--- src/rtl/led_frame_arbiter.sv ---
// ---------------------------------------------------------------------------
// led_frame_arbiter
//
// Owns the 4x8 LED frame presented to the matrix scan driver. Two requesters
// write one row byte per req/ack handshake under round-robin arbitration.
//
// Build option:
//   LED_FRAME_DOUBLE_BUFFER_EN defined   - writes land in a back buffer; a
//       commit copies back -> front only at a frame boundary so the scan
//       never shows a half-updated frame.
//   LED_FRAME_DOUBLE_BUFFER_EN undefined - single buffer; grants write the
//       displayed rows directly, commit is acknowledged on the next cycle.
//
// Parameters:
//   FRAME_CYCLES  clocks per display frame (>= 2), matches the scan driver
//
// Ports:
//   clk12MHz, resetn        clock, async active-low reset
//   req_x/row_x/data_x      requester x write request, target row, row byte
//   ack_x                   one-cycle write acknowledge (x = a, b)
//   commit                  single-cycle back -> front swap request
//   swap_pending            a commit is waiting for the frame boundary
//   swap_done               one-cycle pulse, front rows just updated
//   leds1..leds4            displayed rows 0..3, to the scan driver
// ---------------------------------------------------------------------------
module led_frame_arbiter #(
    parameter int unsigned FRAME_CYCLES = 4096
) (
    input  logic       clk12MHz,
    input  logic       resetn,
    input  logic       req_a,
    input  logic [1:0] row_a,
    input  logic [7:0] data_a,
    output logic       ack_a,
    input  logic       req_b,
    input  logic [1:0] row_b,
    input  logic [7:0] data_b,
    output logic       ack_b,
    input  logic       commit,
    output logic       swap_pending,
    output logic       swap_done,
    output logic [7:0] leds1,
    output logic [7:0] leds2,
    output logic [7:0] leds3,
    output logic [7:0] leds4
);

    localparam int unsigned ROWS  = 4;
    localparam int unsigned ROW_W = 8;

    // Round-robin pointer encoding: which requester was granted last
    localparam logic SEL_A = 1'b0;
    localparam logic SEL_B = 1'b1;

    // Elaboration-time guard on the frame length
    if (FRAME_CYCLES < 2) begin : g_frame_cycles_check
        $error("led_frame_arbiter: FRAME_CYCLES must be >= 2");
    end

    logic                       ack_a_q, ack_a_d;
    logic                       ack_b_q, ack_b_d;
    logic                       last_q, last_d;
    logic                       swap_done_q, swap_done_d;
    logic [ROWS-1:0][ROW_W-1:0] front_q, front_d;

    logic elig_a, elig_b;
    logic grant_a, grant_b;

    // Arbitration: a requester in its ack cycle is not eligible, so a request
    // still held during the ack is never written twice.
    always_comb begin
        elig_a  = req_a & ~ack_a_q;
        elig_b  = req_b & ~ack_b_q;
        grant_a = elig_a & (~elig_b | (last_q == SEL_B));
        grant_b = elig_b & (~elig_a | (last_q == SEL_A));

        ack_a_d = grant_a;
        ack_b_d = grant_b;

        last_d = last_q;
        if (grant_a) begin
            last_d = SEL_A;
        end else if (grant_b) begin
            last_d = SEL_B;
        end
    end

    // Handshake, pointer and displayed-row registers
    always_ff @(posedge clk12MHz or negedge resetn) begin
        if (!resetn) begin
            ack_a_q     <= 1'b0;
            ack_b_q     <= 1'b0;
            last_q      <= SEL_B;
            swap_done_q <= 1'b0;
            front_q     <= '0;
        end else begin
            ack_a_q     <= ack_a_d;
            ack_b_q     <= ack_b_d;
            last_q      <= last_d;
            swap_done_q <= swap_done_d;
            front_q     <= front_d;
        end
    end

`ifdef LED_FRAME_DOUBLE_BUFFER_EN

    localparam int unsigned CNT_W = $clog2(FRAME_CYCLES);
    localparam logic [CNT_W-1:0] CNT_LAST = CNT_W'(FRAME_CYCLES - 1);

    logic [CNT_W-1:0]           cnt_q, cnt_d;
    logic [ROWS-1:0][ROW_W-1:0] back_q, back_d;
    logic                       pending_q, pending_d;
    logic                       wrap;
    logic                       swap;

    // Frame counter, back-buffer writes and boundary-aligned swap.
    // The swap copies back_q, i.e. the pre-edge contents, so a write granted
    // at the swap edge lands in back only and waits for the next commit.
    always_comb begin
        cnt_d       = cnt_q + CNT_W'(1);
        back_d      = back_q;
        front_d     = front_q;
        pending_d   = pending_q | commit;
        swap_done_d = 1'b0;

        wrap = (cnt_q == CNT_LAST);
        swap = wrap & (pending_q | commit);

        if (wrap) begin
            cnt_d = '0;
        end

        if (grant_a) begin
            back_d[row_a] = data_a;
        end else if (grant_b) begin
            back_d[row_b] = data_b;
        end

        if (swap) begin
            front_d     = back_q;
            pending_d   = 1'b0;
            swap_done_d = 1'b1;
        end
    end

    // Back buffer, frame counter and pending-swap registers
    always_ff @(posedge clk12MHz or negedge resetn) begin
        if (!resetn) begin
            cnt_q     <= '0;
            back_q    <= '0;
            pending_q <= 1'b0;
        end else begin
            cnt_q     <= cnt_d;
            back_q    <= back_d;
            pending_q <= pending_d;
        end
    end

    assign swap_pending = pending_q;

`else

    // Single buffer: grants update the displayed rows directly
    always_comb begin
        front_d = front_q;
        if (grant_a) begin
            front_d[row_a] = data_a;
        end else if (grant_b) begin
            front_d[row_b] = data_b;
        end
        swap_done_d = commit;
    end

    assign swap_pending = 1'b0;

`endif

    assign ack_a     = ack_a_q;
    assign ack_b     = ack_b_q;
    assign swap_done = swap_done_q;
    assign leds1     = front_q[0];
    assign leds2     = front_q[1];
    assign leds3     = front_q[2];
    assign leds4     = front_q[3];

endmodule

--- config.mk ---
export PLATFORM = sky130hd
export DESIGN_NAME = led_frame_arbiter
export DESIGN_NICKNAME = d
export VERILOG_FILES = /design/src/rtl/led_frame_arbiter.sv
export SDC_FILE = /design/constraint.sdc
export NUM_CORES = 1
export LEC_CHECK = 0
export CAP_MARGIN = 0
export CORE_AREA = 10 10 78 80
export CTS_CLUSTER_DIAMETER = 80
export DETAILED_ROUTE_END_ITERATION = 8
export DIE_AREA = 0 0 88 90
export HOLD_SLACK_MARGIN = 0.08
export PLACE_DENSITY = 0.83
export SYNTH_ARGS = -nofsm -noshare
export SYNTH_HDL_FRONTEND = slang
export SYNTH_SLANG_ARGS = --single-unit
--- constraint.sdc ---
create_clock -name clk12MHz -period 1.8 [get_ports clk12MHz]
set_input_delay 0.45 -clock clk12MHz [delete_from_list [all_inputs] [get_ports clk12MHz]]
set_output_delay 0.45 -clock clk12MHz [all_outputs]
set_load 0.02 [all_outputs]
Yosys cells after proc, flatten, opt, wreduce, memory -nomap -nowiden
Cells that the tools add are included.
Operators by class
  div/mod/pow operators: 0
  bitwise operators: 11
  add/sub/neg operators: 0
  magnitude comparators: 4
  equal/unequal tests: 0
  shift-type cells: 0
  multiplexer cells: 10
  reduce and logical (&&, ||, !) cells: 3
  multipliers: 0
Operators with widths (number)
  $bwmux W32: 2
  $mux W32: 2
  $demux W8 S2: 2
  $mux W8: 2
  $lt A2 B3 Y1 const B: 2
  $not A1 Y1: 5
  $and A1 B1 Y1: 4
  $ge A2 B1 Y1 const B: 2
  $logic_and A1 B1 Y1: 2
  $mux W1: 2
  $or A1 B1 Y1: 2
  $reduce_bool A2 Y1: 1
Storage, ports and cells
  bits in writable memories: 0
  latch bits: 0
  register bits: 36
  output and inout port bits: 36
  memories kept: 0
  word-level logic and storage cells: 36
  input bits: 25
  bits in read-only memories: 0

Logic depth before layout (Yosys ltp)
  depth after elaboration: 7
  gate-level depth with buffers: 6
  gate-level depth less buffers: 5

Least setup slack after synthesis
Ideal clock, no wire load.
  path kind: register to register
  start point: reg ack_a_q, in the netlist ack_a
  end point: reg front_q, in the netlist leds1[0]
  setup time: 127 ps
  path buffers: 1
  required time: 1673 ps
  cell stages (with the launch flop): 6
  data arrival time: 1568 ps
  path slack: 104 ps
  clock period less this slack: 1696 ps
  path through: dfrtp_1 and2b_1 a21oi_2 a22o_1 buf_4 mux2_1
Between the ends
  cells in the longest elaborated chain, start to end: 6
  elaborated cells between the ends (all ways): 8
  classes of those cells: 1 x mux; 6 x bitwise; 1 x reduce/logical
Ends and longest elaborated chain
  from (decl): RTL line 60  | logic ack_a_q, ack_a_d;
  from (signal assigned): RTL line 97  | ack_a_q <= ack_a_d;
  $not A1 Y1: RTL line 72  | elig_a = req_a & ~ack_a_q;
  $and A1 B1 Y1: RTL line 72
  $not A1 Y1: RTL line 75  | grant_b = elig_b & (~elig_a | (last_q == SEL_A));
  $or A1 B1 Y1: RTL line 75
  $and A1 B1 Y1: RTL line 75
  named net ack_b_d: RTL line 61  | logic ack_b_q, ack_b_d;
  $reduce_bool A2 Y1 (no source line)
  to (signal assigned): RTL line 101  | front_q <= front_d;
  to (decl): RTL line 64  | logic [ROWS-1:0][ROW_W-1:0] front_q, front_d;
The timed path passes the listed nets, and every way through them passes these cells.
A chain may end at the register's enable or synchronous reset.

Worst setup path after layout
  start point: in row_b[0]
  end point: reg front_q, in the netlist leds2[2]
Between the ends
  cells in the longest elaborated chain, start to end: 7
  elaborated cells between the ends (all ways): 8
  classes of those cells: 2 x order compare; 5 x mux; 1 x reduce/logical
Ends and longest elaborated chain
  from (decl): RTL line 36  | input logic [1:0] row_b,
  $lt A2 B3 Y1 (implied by the code) or $ge A2 B1 Y1 (tied branches): RTL line 169  | front_d[row_b] = data_b;
  $logic_and A1 B1 Y1 (implied by the code): RTL line 169
  $mux W8 (implied by the code): RTL line 169
  $demux W8 S2 (*): RTL line 169
  $bwmux W32 (*): RTL line 169
  $mux W32 (*): RTL line 168  | end else if (grant_b) begin
  $mux W32 (*): RTL line 166  | if (grant_a) begin
Every way passes the cells marked *; elsewhere a longest branch is shown, timed or not. The select of a mux whose other input is x is not followed.

==> qor.tcl <==
set qor(p_switching_uw) 835
set qor(layout.cells.most_common) {nand2_1}
set qor(routed_via_density) 5.17
set qor(wire_per_inst_um) 17.8
set qor(tritoncts) {built}
set qor(via_count) 1660
set qor(syn_area_mm2) 0.00205
set qor(cp.required_ns) 1.97
set qor(largest_family_of_logic_cells_by_synthesized_area) {multiplexers}
set qor(yosys.area_share.simple_pct) 15.0
set qor(setup_viol_count_final) 0
set qor(ys_top_cells_by_area) {dfrtp_1 43%, mux2i_1 16%, mux2_1 14%}
set qor(finalNetCount) 291
set qor(port_buffers) 59
set qor(yosys_top_cell_by_area) {dfrtp_1}
set qor(clk_pin_slew_worst_paths_ns) 0.07
set qor(seqCellArea_um2) 902
set qor(drt-total-wl_mm) 5.72
set qor(insertion_delay_ns) 0.29
set qor(synth_xor_xnor_area_share_pct) 0
set qor(fmax_mhz) 580
set qor(die_width_um) 88
set qor(global_route_total_usage_across_every_layer_pct) 14.3
set qor(clockPowerShare_pct) 22.0
set qor(floorplan.die_area_mm2) 0.00792
set qor(drv_slew) 0
set qor(power_leakage_nw) 1.48
set qor(root_buffer) {clkbuf_8}
set qor(synth.yosys.seq_area_share_pct) 44.0
set qor(outcome) {complete, no violations}
set qor(pwr_density_cell_mw_per_mm2) 887
set qor(maximum_buffer_depth_of_the_clock_tree) 2
set qor(worstSetupEndpointType) {flop}
set qor(multi_input_area_mm2) 0.00116
set qor(post-route-drc-count) 0
set qor(crit_arrival_ns) 1.89
set qor(antenna_left) 0
set qor(flow.area_growth_from_synthesis_pct) 46.5
set qor(grt_pass1_wl_mm) 8.87
set qor(layout-drive-gt1-share_pct) 20.2
set qor(dp_hpwl_mm) 4.27
set qor(min_path_type) {in2async}
set qor(ios) 61
set qor(numClockSinks) 36
set qor(synth-seq-cells) 36
set qor(p_sw_share_pct) 31.3
set qor(grt_setup_unrepaired) {no}
set qor(final-hold-violation-count) 0
set qor(largest_net_degree_at_the_start_of_global_routing) 17
set qor(initial_util_pct) 44.6
set qor(globalRoute.totalOverflow) 0
set qor(diodes) 0
set qor(syn_nets) 221
set qor(critical_path.max_fanout) 8
set qor(first_iter_violations) 129
set qor(die_height_um) 90
set qor(synth.top_cell.area_share_pct) 42.7
set qor(post-route-min-period_ns) 1.72
set qor(nFillCells) 368
set qor(max-vdd-ir-drop_uv) 442
set qor(grt_pass1_vias) 1725
set qor(clock_skew_ns) 0.00376
set qor(mostFrequentLayoutCells) {64 x nand2_1, 57 x clkdlybuf4s50_1, 35 x dfrtp_1}
set qor(syn_inst) 196
set qor(fraction_of_the_mapped_netlist_area_in_compound_gates_pct) 3.54
set qor(yosys.area_share.adder_pct) 0
set qor(power.share.sequential_pct) 38.9
set qor(layout_setup_ws_ns) 0.0755
set qor(core_region_area_mm2) 0.00460
set qor(layout_worst_path_cycle_share_pct) 95.8
set qor(clock_tree.htree_level_count) 2
set qor(hold-worst-slack_ns) 0.470
set qor(power_frac_comb_pct) 39.0
set qor(initial_antenna_violation_count) 0
set qor(worstSetupPathType) {in2reg}
set qor(tritoncts.num_buffers) 5
set qor(start_kind) {primary input}
set qor(globalplace.congestion) 0.881
set qor(drtPass1Iterations) 4
set qor(std_cell_rows) 25
set qor(yosys_warnings) 0
set qor(synth.distinct_cells) 21
set qor(yosys-mux-area-fraction_pct) 33.7
set qor(power_report.internal_total_mw) 1.83
set qor(drv_cap) 0
set qor(synth.avg_cell_area_um2) 10.5
set qor(pre_cts_slack_ns) -0.381
[logic make-up after synthesis]
kind of cell,Yosys count
multiplexers,65
buffers and inverters,14
AO/OA/AOI/OAI,6
other,1
flip-flops,36
AND/OR/NAND/NOR,74
[worst paths after layout]
check / startpoint / to / slack (ns) / cells past startpoint
max reg2reg: ack_a / leds4[0] / 0.18 / 6
min: resetn / leds4[0] / 0.47 / 1
max in group asynchronous: resetn / leds2[4] / 0.76 / 2
min reg2reg: leds3[3] / leds3[3] / 0.49 / 1
max: row_b[0] / leds2[2] / 0.08 / 5
min in group clk12MHz: leds3[3] / leds3[3] / 0.49 / 1
[power by group through the flow]
stage	registers, mW	logic [mW]	clock network (mW)
2_1_floorplan	1.21	0.308	0
3_3_place_gp	1.04	0.943	0
3_5_place_dp	1.04	0.954	0
4_1_cts	1.03	0.977	0.605
5_1_grt	1.06	1.10	0.641
6_report	1.04	1.04	0.587
[sequential cells by signal, indices dropped and copies added, names as in the netlist]
signal	count
swap_done	1
ack_a	1
leds4	8
leds3	8
last_q	1
leds2	8
leds1	8
ack_b	1
[per-stage QoR]
stage	instance area (µm²)	std cells	total power, mW	setup TNS, ns	utilization [%]
2_1_floorplan	2050	196	1.52	0	-
3_3_place_gp	2800	312	1.98	-9.60	60.8
3_5_place_dp	2800	312	2.00	-10.34	60.8
4_1_cts	2920	321	2.61	0	63.6
5_1_grt	3000	321	2.80	0	65.3
6_report	3000	321	2.66	0	65.3
[final cells by class]
type	instances	area share, %
Clock buffer	8	3.00
Inverter	1	0.125
Multi-Input combinational cell	146	38.8
Sequential cell	36	30.1
Tap cell	54	2.25
Timing Repair Buffer	76	25.8
[cell usage after synthesis (all sizes together)]
library cell,n
dfstp,1
mux2i,33
and2b,1
nand2,64
a22o,3
inv,1
a22oi,1
a21oi,1
o21ai,1
mux2,32
and2,2
nor2b,4
buf,8
nor2,2
conb,1
clkbuf,5
dfrtp,35
nand2b,1
[layer usage]
metal / vias up / share of wire (%) / GRT usage, %
li1: 790 / - / -
met1: 802 / 42 / 17.5
met2: 64 / 47 / 21.6
met3: 4 / 10 / 6.14
met4: 0 / 1.0 / 4.79
met5: - / 0 / 0
[timing repair]
item / 4_1_cts / 5_1_grt
hold buffers: 0 / 0
pin swaps: 3 / 5
gates cloned: 0 / 0
setup endpoints to repair: 25 / 31
resized for setup: 6 / 21
buffers inserted: 1 / 0
[critical path: stages]
cell,delay [ns]
clkdlybuf4s50_1,0.55
nor2b_1,0.22
a22o_1,0.22
buf_12,0.15
mux2_4,0.30
Note: power is estimated with default switching activity, not from simulation.
